[src/rtl/seg_scan_pkg.sv]
// Shared types and helpers for the multiplexed 7-segment / 74HC595 scanner.
package seg_scan_pkg;

  // Largest digit count the scanner supports; digit indices fit in 4 bits.
  localparam int MAX_DIGITS = 16;

  // Phases of one serial transfer into the 595 pair, plus the dwell phase.
  typedef enum logic [2:0] {
    IDLE,
    LOAD,
    SHIFT_LO,
    SHIFT_HI,
    LATCH,
    DWELL
  } state_t;

  // Digit-level sequencing phases of the scanner top.
  typedef enum logic [1:0] {
    SCAN_IDLE,
    SCAN_SHIFT,
    SCAN_DWELL
  } scan_state_t;

  // One-hot digit select, inverted for common-anode style drivers.
  function automatic logic [MAX_DIGITS-1:0] sel_mask(input logic [3:0] idx,
                                                     input logic activeLow);
    logic [MAX_DIGITS-1:0] m;
    m      = '0;
    m[idx] = 1'b1;
    return activeLow ? ~m : m;
  endfunction

  // Lowest enabled digit, 0 when nothing is enabled.
  function automatic logic [3:0] first_enabled(input logic [MAX_DIGITS-1:0] en);
    logic [3:0] r;
    r = '0;
    for (int i = MAX_DIGITS - 1; i >= 0; i--) begin
      if (en[i]) r = 4'(i);
    end
    return r;
  endfunction

  // Next enabled digit above cur; bit 4 flags a wrap back to the lowest one.
  function automatic logic [4:0] next_enabled(input logic [MAX_DIGITS-1:0] en,
                                              input logic [3:0] cur);
    logic       found;
    logic [3:0] r;
    found = 1'b0;
    r     = first_enabled(en);
    for (int i = MAX_DIGITS - 1; i >= 0; i--) begin
      if (en[i] && (4'(i) > cur)) begin
        r     = 4'(i);
        found = 1'b1;
      end
    end
    return {~found, r};
  endfunction

endpackage

[src/rtl/seg_scan_595_hc595_shifter.sv]
// Serialises one word MSB-first into a daisy-chained 74HC595 pair and
// pulses the storage latch once the last bit is clocked in.
module hc595_shifter
  import seg_scan_pkg::*;
#(
  parameter int WIDTH   = 14,
  parameter int CLK_DIV = 2
) (
  input  logic             s_clk,
  input  logic             s_reset_n,
  input  logic             start,
  input  logic [WIDTH-1:0] word,
  output logic             busy,
  output logic             done,
  output logic             data_out,
  output logic             data_clock,
  output logic             latch_out
);

  localparam int DIV_W = (CLK_DIV > 1) ? $clog2(CLK_DIV) : 1;
  localparam int CNT_W = $clog2(WIDTH + 1);

  state_t             state_q;
  logic [DIV_W-1:0]   div_q;
  logic [CNT_W-1:0]   bits_q;
  logic [WIDTH-1:0]   sreg_q;
  logic               dataOut_q;
  logic               dataClock_q;
  logic               latch_q;
  logic               divLast;

  assign divLast    = (div_q == DIV_W'(CLK_DIV - 1));
  assign busy       = (state_q != IDLE);
  assign done       = (state_q == LATCH) && divLast;
  assign data_out   = dataOut_q;
  assign data_clock = dataClock_q;
  assign latch_out  = latch_q;

  // Transfer sequencer: word capture, half-period clocking, then latch pulse.
  always_ff @(posedge s_clk) begin
    if (!s_reset_n) begin
      state_q     <= IDLE;
      div_q       <= '0;
      bits_q      <= '0;
      sreg_q      <= '0;
      dataOut_q   <= 1'b0;
      dataClock_q <= 1'b0;
      latch_q     <= 1'b0;
    end else begin
      case (state_q)
        IDLE: begin
          if (start) state_q <= LOAD;
        end
        LOAD: begin
          sreg_q      <= word;
          bits_q      <= CNT_W'(WIDTH);
          div_q       <= '0;
          dataOut_q   <= word[WIDTH-1];
          dataClock_q <= 1'b0;
          state_q     <= SHIFT_LO;
        end
        SHIFT_LO: begin
          if (divLast) begin
            div_q       <= '0;
            dataClock_q <= 1'b1;
            state_q     <= SHIFT_HI;
          end else begin
            div_q <= div_q + DIV_W'(1);
          end
        end
        SHIFT_HI: begin
          if (divLast) begin
            div_q       <= '0;
            dataClock_q <= 1'b0;
            sreg_q      <= {sreg_q[WIDTH-2:0], 1'b0};
            bits_q      <= bits_q - CNT_W'(1);
            if (bits_q == CNT_W'(1)) begin
              dataOut_q <= 1'b0;
              latch_q   <= 1'b1;
              state_q   <= LATCH;
            end else begin
              dataOut_q <= sreg_q[WIDTH-2];
              state_q   <= SHIFT_LO;
            end
          end else begin
            div_q <= div_q + DIV_W'(1);
          end
        end
        LATCH: begin
          if (divLast) begin
            div_q   <= '0;
            latch_q <= 1'b0;
            state_q <= IDLE;
          end else begin
            div_q <= div_q + DIV_W'(1);
          end
        end
        default: state_q <= IDLE;
      endcase
    end
  end

endmodule

[src/rtl/seg_scan_595.sv]
// N-digit multiplexed 7-segment scanner: frame snapshot, digit sequencing,
// PWM dwell on the 595 output enable and a frame-done strobe.
module seg_scan_595
  import seg_scan_pkg::*;
#(
  parameter int DIGITS         = 6,
  parameter int SEG_W          = 8,
  parameter int CLK_DIV        = 2,
  parameter int DWELL_UNIT     = 4,
  parameter int SEL_ACTIVE_LOW = 1
) (
  input  logic                    s_clk,
  input  logic                    s_reset_n,
  input  logic                    scan_en,
  input  logic [DIGITS*SEG_W-1:0] data_in,
  input  logic [DIGITS-1:0]       digit_en,
  input  logic [3:0]              bright,
  output logic                    data_out,
  output logic                    data_clock,
  output logic                    latch_out,
  output logic                    oe_n,
  output logic                    frame_done
);

  localparam int WORD_W = DIGITS + SEG_W;
  localparam int UNIT_W = (DWELL_UNIT > 1) ? $clog2(DWELL_UNIT) : 1;

  scan_state_t               scanState_q;
  logic [DIGITS*SEG_W-1:0]   snapData_q;
  logic [DIGITS-1:0]         snapEn_q;
  logic [3:0]                idx_q;
  logic [UNIT_W-1:0]         unit_q;
  logic [3:0]                step_q;
  logic                      oeN_q;
  logic                      frameDone_q;

  logic [MAX_DIGITS-1:0]     snapEnPad;
  logic [MAX_DIGITS-1:0]     liveEnPad;
  logic [4:0]                nextInfo;
  logic                      dwellLast;
  logic                      startIdle;
  logic                      startNext;
  logic                      shStart;
  logic                      shBusy;
  logic                      shDone;
  logic [WORD_W-1:0]         word;
  logic [UNIT_W-1:0]         unitNext_d;
  logic [3:0]                stepNext_d;

  // Next digit, start request, dwell counter advance and the outgoing word.
  always_comb begin
    snapEnPad = MAX_DIGITS'(snapEn_q);
    liveEnPad = MAX_DIGITS'(digit_en);
    nextInfo  = next_enabled(snapEnPad, idx_q);
    dwellLast = (step_q == 4'd15) && (unit_q == UNIT_W'(DWELL_UNIT - 1));
    startIdle = (scanState_q == SCAN_IDLE) && scan_en && (|digit_en);
    startNext = (scanState_q == SCAN_DWELL) && dwellLast && scan_en &&
                (!nextInfo[4] || (|digit_en));
    shStart   = (startIdle || startNext) && !shBusy;
    if (unit_q == UNIT_W'(DWELL_UNIT - 1)) begin
      unitNext_d = '0;
      stepNext_d = step_q + 4'd1;
    end else begin
      unitNext_d = unit_q + UNIT_W'(1);
      stepNext_d = step_q;
    end
    word = {DIGITS'(sel_mask(idx_q, SEL_ACTIVE_LOW != 0)),
            snapData_q[int'(idx_q)*SEG_W +: SEG_W]};
  end

  // Digit sequencer: snapshot at frame start, dwell with PWM, frame strobe.
  always_ff @(posedge s_clk) begin
    if (!s_reset_n) begin
      scanState_q <= SCAN_IDLE;
      snapData_q  <= '0;
      snapEn_q    <= '0;
      idx_q       <= '0;
      unit_q      <= '0;
      step_q      <= '0;
      oeN_q       <= 1'b1;
      frameDone_q <= 1'b0;
    end else begin
      frameDone_q <= 1'b0;
      case (scanState_q)
        SCAN_IDLE: begin
          oeN_q <= 1'b1;
          if (shStart) begin
            snapData_q  <= data_in;
            snapEn_q    <= digit_en;
            idx_q       <= first_enabled(liveEnPad);
            scanState_q <= SCAN_SHIFT;
          end
        end
        SCAN_SHIFT: begin
          oeN_q <= 1'b1;
          if (shDone) begin
            unit_q      <= '0;
            step_q      <= '0;
            oeN_q       <= (bright == 4'd0);
            scanState_q <= SCAN_DWELL;
          end
        end
        SCAN_DWELL: begin
          if (dwellLast) begin
            frameDone_q <= nextInfo[4];
            oeN_q       <= 1'b1;
            unit_q      <= '0;
            step_q      <= '0;
            if (nextInfo[4] && scan_en) begin
              snapData_q <= data_in;
              snapEn_q   <= digit_en;
              idx_q      <= first_enabled(liveEnPad);
            end else if (!nextInfo[4]) begin
              idx_q <= nextInfo[3:0];
            end
            scanState_q <= shStart ? SCAN_SHIFT : SCAN_IDLE;
          end else begin
            unit_q <= unitNext_d;
            step_q <= stepNext_d;
            oeN_q  <= !(stepNext_d < bright);
          end
        end
        default: scanState_q <= SCAN_IDLE;
      endcase
    end
  end

  hc595_shifter #(
    .WIDTH   (WORD_W),
    .CLK_DIV (CLK_DIV)
  ) u_shifter (
    .s_clk      (s_clk),
    .s_reset_n  (s_reset_n),
    .start      (shStart),
    .word       (word),
    .busy       (shBusy),
    .done       (shDone),
    .data_out   (data_out),
    .data_clock (data_clock),
    .latch_out  (latch_out)
  );

  assign oe_n       = oeN_q;
  assign frame_done = frameDone_q;

endmodule

[config.mk]
export PLATFORM = sky130hd
export DESIGN_NAME = seg_scan_595
export DESIGN_NICKNAME = d
export VERILOG_FILES = /design/src/rtl/seg_scan_pkg.sv /design/src/rtl/seg_scan_595_hc595_shifter.sv /design/src/rtl/seg_scan_595.sv
export SDC_FILE = /design/constraint.sdc
export NUM_CORES = 1
export LEC_CHECK = 0
export CAP_MARGIN = 20
export CORE_MARGIN = 2
export CORE_UTILIZATION = 59
export CTS_CLUSTER_DIAMETER = 40
export DETAILED_ROUTE_END_ITERATION = 8
export PLACE_DENSITY = 0.91
export SYNTH_ARGS = -nofsm -noshare
export SYNTH_HDL_FRONTEND = slang
export SYNTH_SLANG_ARGS = --single-unit
[constraint.sdc]
create_clock -name s_clk -period 3.22 [get_ports s_clk]
set_clock_uncertainty 0.15 [all_clocks]
set_input_delay 0.644 -clock s_clk [delete_from_list [all_inputs] [get_ports s_clk]]
set_output_delay 0.644 -clock s_clk [all_outputs]
set_load 0.05 [all_outputs]
== After elaboration in Yosys (flattened, before gate mapping) ==
Cells that the tools add are included.
W data, S select, Z words.

* Memories: 0
* ROM bits: 0
* RAM bits: 0
* Flip-flop bits (word level): 92
* Input bits: 61
* Bits in latches: 0

* Add/sub/neg operators: 4
* Shift operators: 1
* Multiply operators: 0
* Mux-type cells: 76
* Bitwise gates (word level): 2
* Div/mod/pow operators: 0
* Reductions and logical operators: 42
* Eq/ne operators: 19
* Magnitude comparators: 9

{| class="wikitable"
|+ Operator list
! cell !! number
|-
| $mux W48 || 3
|-
| $pmux W48 S2 || 1
|-
| $mux W4 || 21
|-
| $shiftx A48 B8 Y8 || 1
|-
| $mux W3 || 10
|-
| $pmux W13 S2 || 1
|-
| $pmux W4 S2 || 3
|-
| $mux W6 || 3
|-
| $mux W1 || 17
|-
| $logic_and A1 B1 Y1 || 16
|-
| $reduce_and A4 Y1 || 4
|-
| $pmux W3 S5 || 1
|-
| $mux W13 || 1
|-
| $mux W2 || 6
|-
| $pmux W6 S2 || 1
|-
| $ne A2 B1 Y1 const B || 5
|-
| $reduce_bool A2 Y1 || 5
|-
| $reduce_and A3 Y1 || 3
|-
| $reduce_bool A3 Y1 || 3
|-
| $gt A1 B4 Y1 const A || 2
|-
| $gt A2 B4 Y1 const A || 2
|-
| $gt A3 B4 Y1 const A || 2
|-
| $ne A2 B2 Y1 const B || 4
|-
| $eq A3 B2 Y1 const B || 2
|-
| 29 further kinds || 36
|}

== Longest topological paths before layout ==
* Depth in word-level cells: 16
* Mapped depth: 10

== Modules after synthesis ==
From an unflattened synthesis, not the netlist that was laid out.

* Cells, all modules: 510
* Area, all modules: 4947.2 um^2

{| class="wikitable"
|+ By module, submodules not included
! module !! times used !! cells an instance !! seq. area each (um^2) !! area each (um^2)
|-
| seg_scan_595 || 1 || 382 || 1341.3 || 3666.0
|-
| hc595_shifter || 1 || 128 || 480.5 || 1281.2
|}

== Worst setup path before layout ==
Ideal clock, no wire load.

* Kind: input -> register
* From: in digit_en[0]
* To: reg idx_q[2]
* Path buffers: 0
* Stages on the path: 6
* Arrival: 2.132 ns
* Required time: 2.954 ns
* Setup slack: 0.821 ns
* Cell sequence: or4_4 > o31ai_4 > a21boi_2 > or2_2 > and2_4 > o211a_1

* Word-level cells in the longest chain between the ends: 7
* Elaborated cells between the ends (all ways): 13
* Classes of those cells: eq/ne (1); mux (5); reduce/logical (7)

{| class="wikitable"
|+ Ends and longest elaborated chain
! item !! line !! source
|-
| from (decl) || seg_scan_595.sv:16 || <nowiki>input logic [DIGITS-1:0] digit_en,</nowiki>
|-
| $reduce_or A6 Y1 || seg_scan_595.sv:56, seg_scan_595.sv:58 ||
|-
| $logic_or A1 B1 Y1 || seg_scan_595.sv:58 || <nowiki>(!nextInfo[4] || (|digit_en));</nowiki>
|-
| $logic_and A1 B1 Y1 || seg_scan_595.sv:57 || <nowiki>startNext = (scanState_q == SCAN_DWELL) && dwellLast && scan_en &&</nowiki>
|-
| $logic_or A1 B1 Y1 || seg_scan_595.sv:59 || <nowiki>shStart = (startIdle || startNext) && !shBusy;</nowiki>
|-
| $logic_and A1 B1 Y1 || seg_scan_595.sv:59 ||
|-
| $ne A2 B2 Y1 (no source line) || n/a ||
|-
| $reduce_and A4 Y1 (no source line) || n/a ||
|-
| to (signal assigned) || seg_scan_595.sv:90 || <nowiki>idx_q <= first_enabled(liveEnPad);</nowiki>
|-
| to (signal assigned) || seg_scan_595.sv:112 || <nowiki>idx_q <= first_enabled(liveEnPad);</nowiki>
|-
| to (signal assigned) || seg_scan_595.sv:114 || <nowiki>idx_q <= nextInfo[3:0];</nowiki>
|-
| to (decl) || seg_scan_595.sv:31 || <nowiki>logic [3:0] idx_q;</nowiki>
|}

Parallel ways exist; a longest one is shown, timed or not. The select of a mux whose other input is x is not followed.
A chain may end at the register's enable or synchronous reset.

== Final worst setup path ==
* From: in digit_en[0]
* To: reg snapData_q[0]

* Word-level cells in the longest chain between the ends: 7
* Elaborated cells between the ends (all ways): 8
* Classes of those cells: eq/ne (1); reduce/logical (7)

{| class="wikitable"
|+ Ends and longest elaborated chain
! item !! line !! source
|-
| $reduce_or A6 Y1 (*) || seg_scan_595.sv:56, seg_scan_595.sv:58 ||
|-
| $logic_or A1 B1 Y1 || seg_scan_595.sv:58 ||
|-
| $logic_and A1 B1 Y1 || seg_scan_595.sv:57 ||
|-
| $logic_or A1 B1 Y1 (*) || seg_scan_595.sv:59 ||
|-
| $logic_and A1 B1 Y1 (*) || seg_scan_595.sv:59 ||
|-
| $ne A2 B2 Y1 (no source line) (*) || n/a ||
|-
| $reduce_and A4 Y1 (no source line) (*) || n/a ||
|-
| to (signal assigned) || seg_scan_595.sv:88 || <nowiki>snapData_q <= data_in;</nowiki>
|-
| to (signal assigned) || seg_scan_595.sv:110 || <nowiki>snapData_q <= data_in;</nowiki>
|-
| to (decl) || seg_scan_595.sv:29 || <nowiki>logic [DIGITS*SEG_W-1:0] snapData_q;</nowiki>
|}

Every way passes the cells marked *; elsewhere a longest branch is shown, timed or not.

==> metrics.yaml <==
netlist_top_cells_count: "dfxtp_1, nand2_1, nand3_1"
synth_most_common_cell: "dfxtp_1"
antenna_found_initial: 0
cp_data_arrival_time_ns: 2.88
layout.cells.non_filler: 732
final_area_um2: 5530
cts_hold_buf: 0
grt_pass1_wl_mm: 19.0
yosysUniqueCellTypes: 62
cp_num_buf_inv: 2
n_antenna_cell: 0
antenna_left: 0
leakagePower_nw: 2.01
cts_buffers: 9
via_count: 4381
post-route-min-period_ns: 2.76
firstDrtPassIters: 6
yosys_warnings: 0
grt_pass1_vias: 4163
gp_congestion: 0.875
crit_path_max_incr_delay_ns: 0.59
vias_per_cell: 5.98
cts.clk_slew.worst_paths_ns: 0.09
wire_per_inst_um: 15.3
syn_area_um2: 4700
fin_ws_ns: 0.464
yosysSeqAreaShare_pct: 38.8
cts_resized: 0
ys_ff_latch: 91
drc: 0
synth.top_cell.area_share_pct: 38.8
cp_max_fo: 46
gr-total-overflow: 0
die_x_um: 93.3
dp_cells: 716
synth_edf_count: 0
ctsLongestPathBuffers: 2
htreeDepth: 3
setup_viol: 0
hp-class: "flip-flop to flip-flop"
die_area_um2: 8700
status: "complete, no violations"
crit_chain: "clkdlybuf4s50_1, or4_4, o31ai_4, a21boi_2, o221ai_4, buf_12, nand3_1, o21ai_0"
worst_ep_required_time_ns: 3.34
clk_latency_ns: 0.36
dpl_worst_slack_ns: 0.115
power.density_nw_per_um2: 502
cap_violations: 0
layout.nets: 697
grt_max_degree: 107
ios: 66
cp-end-kind: "flip-flop"
slew_headroom_pct: 49.5
synth_flop_cell: "dfxtp_1"
port_buffers: 65
syn_inst: 586
worstSetupStartpointType: "primary input"
yosysTopAreaCell: "dfxtp_1"
cts_tree: "done"
post_cts_buffers: 0
drv_slew: 0
hold_violations: 0
fin_util_pct: 71.6
setup_tns_ns: 0
syn_area_per_cell_um2: 8.02
dp_hpwl_mm: 8.06
grt_setup_unrepaired: "no"
std_cell_rows: 32
cts.sinks: 91
finalCritPeriodShare_pct: 85.6
place_area_um2: 5360
drive_gt1_share_pct: 7.30
crit_type: "primary input to flip-flop"
first_iter_violations: 382
start_util_pct: 60.8
synthArstFlopShare_pct: 0
cts_root_buffer: "clkbuf_8"
wl_mm: 11.2
tightestPinTransition_ns: 0.756
die_h_um: 93.3
grt_usage_pct: 26.8
cp_slowest_cell: "or4_4"
max_freq_mhz: 363
synth_nets: 658
vdd_drop_max_mv: 0.254
crit_family: "compound AO/OA/AOI/OAI gates"
core-area_um2: 7730
synth_top_cells_by_area: "dfxtp_1, nand3_1, nand2_1, o21ai_0, ha_1"
area_growth_pct: 17.7
-- logic make-up (layout without fill, tap and decap cells) --
family                     after synthesis  count (layout)  synth area share, %
xor gates and xnor gates                 4               4                0.745
muxes                                   22              22                 5.67
DFF                                     91              91                 38.8
and+or+nand+nor                        232             232                 23.8
buffers and inverters                   62             106                 5.72
adders and majority gates               11              11                 2.93
AOI/OAI and AO/OA                      164             164                 22.3
-- layout by cell type (no fill, tap or decap), types with 3 or more instances in the layout --
cell and count:
dfxtp_1 91, nand2_1 85, nand3_1 67, clkdlybuf4s50_1 64, o21ai_0 60, nor2_1 29
a21oi_1 25, o21ai_1 16, inv_1 15, nor2b_1 14, mux2i_1 12, o211ai_1 12
ha_1 11, clkbuf_8 9, buf_4 9, mux2_2 7, a22oi_1 7, nand2b_1 5
xnor2_1 4, a21boi_0 4, nor3b_1 4, nor3_1 4, a31oi_1 4, a2bb2oi_1 4
nor4_1 4, clkinvlp_4 4, nand4_1 3, o21bai_1 3, o221ai_1 3, mux4_2 3
a211oi_1 3, and3_1 3, and2_1 3
-- per-stage QoR --
step | hold WS [ns] | total power [mW]
finish | 0.310 | 2.78
global route | 0.330 | 2.93
CTS | 0.311 | 2.78
detailed placement | 0.298 | 2.10
global placement | 0.286 | 2.06
floorplan | 0.279 | 1.88
-- per-layer routing --
metal  track usage [%]  wire length, µm
met1              33.2             4790
met2              47.2             5640
met3              4.11              556
met4              9.31              243
met5                 0                0
-- where the power goes --
part | total, mW | internal, mW | switching [mW]
combinational | 0.719 | 0.315 | 0.404
clock | 0.688 | 0.284 | 0.404
sequential | 1.37 | 1.26 | 0.112
-- state kept, by name, summed over array words and instances, names as in the netlist --
register / cells
snapEn_q: 6
u_shifter.latch_out: 1
u_shifter.data_out: 1
u_shifter.data_clock: 1
u_shifter.divLast: 1
frame_done: 1
u_shifter.bits_q: 4
step_q: 4
snapData_q: 48
unit_q: 2
scanState_q: 2
u_shifter.sreg_q: 13
oe_n: 1
idx_q: 3
u_shifter.state_q: 3
-- path summary, 6_finish.rpt --
check	startpoint	to	slack [ns]	cells past startpoint
max	digit_en[0]	snapData_q[0]	0.46	8
min reg2reg	snapData_q[12]	snapData_q[12]	0.31	2
max reg2reg	scanState_q[1]	snapData_q[0]	0.74	7
min	snapData_q[12]	snapData_q[12]	0.31	2
-- final cells by class --
class	instances	area [µm²]
Timing Repair Buffer	75	748
Tap cell	102	128
Clock buffer	11	131
Inverter	15	56.3
Fill cell	591	2190
Clock inverter	5	38.8
Multi-Input combinational cell	433	2610
Sequential cell	91	1820
-- worst min-delay path: stages, from the launching register on --
cell	delay [ns]
dfxtp_1	0.32
nand3_1	0.06
o21ai_1	0.05
No activity file was read; power rests on OpenSTA's default activity.
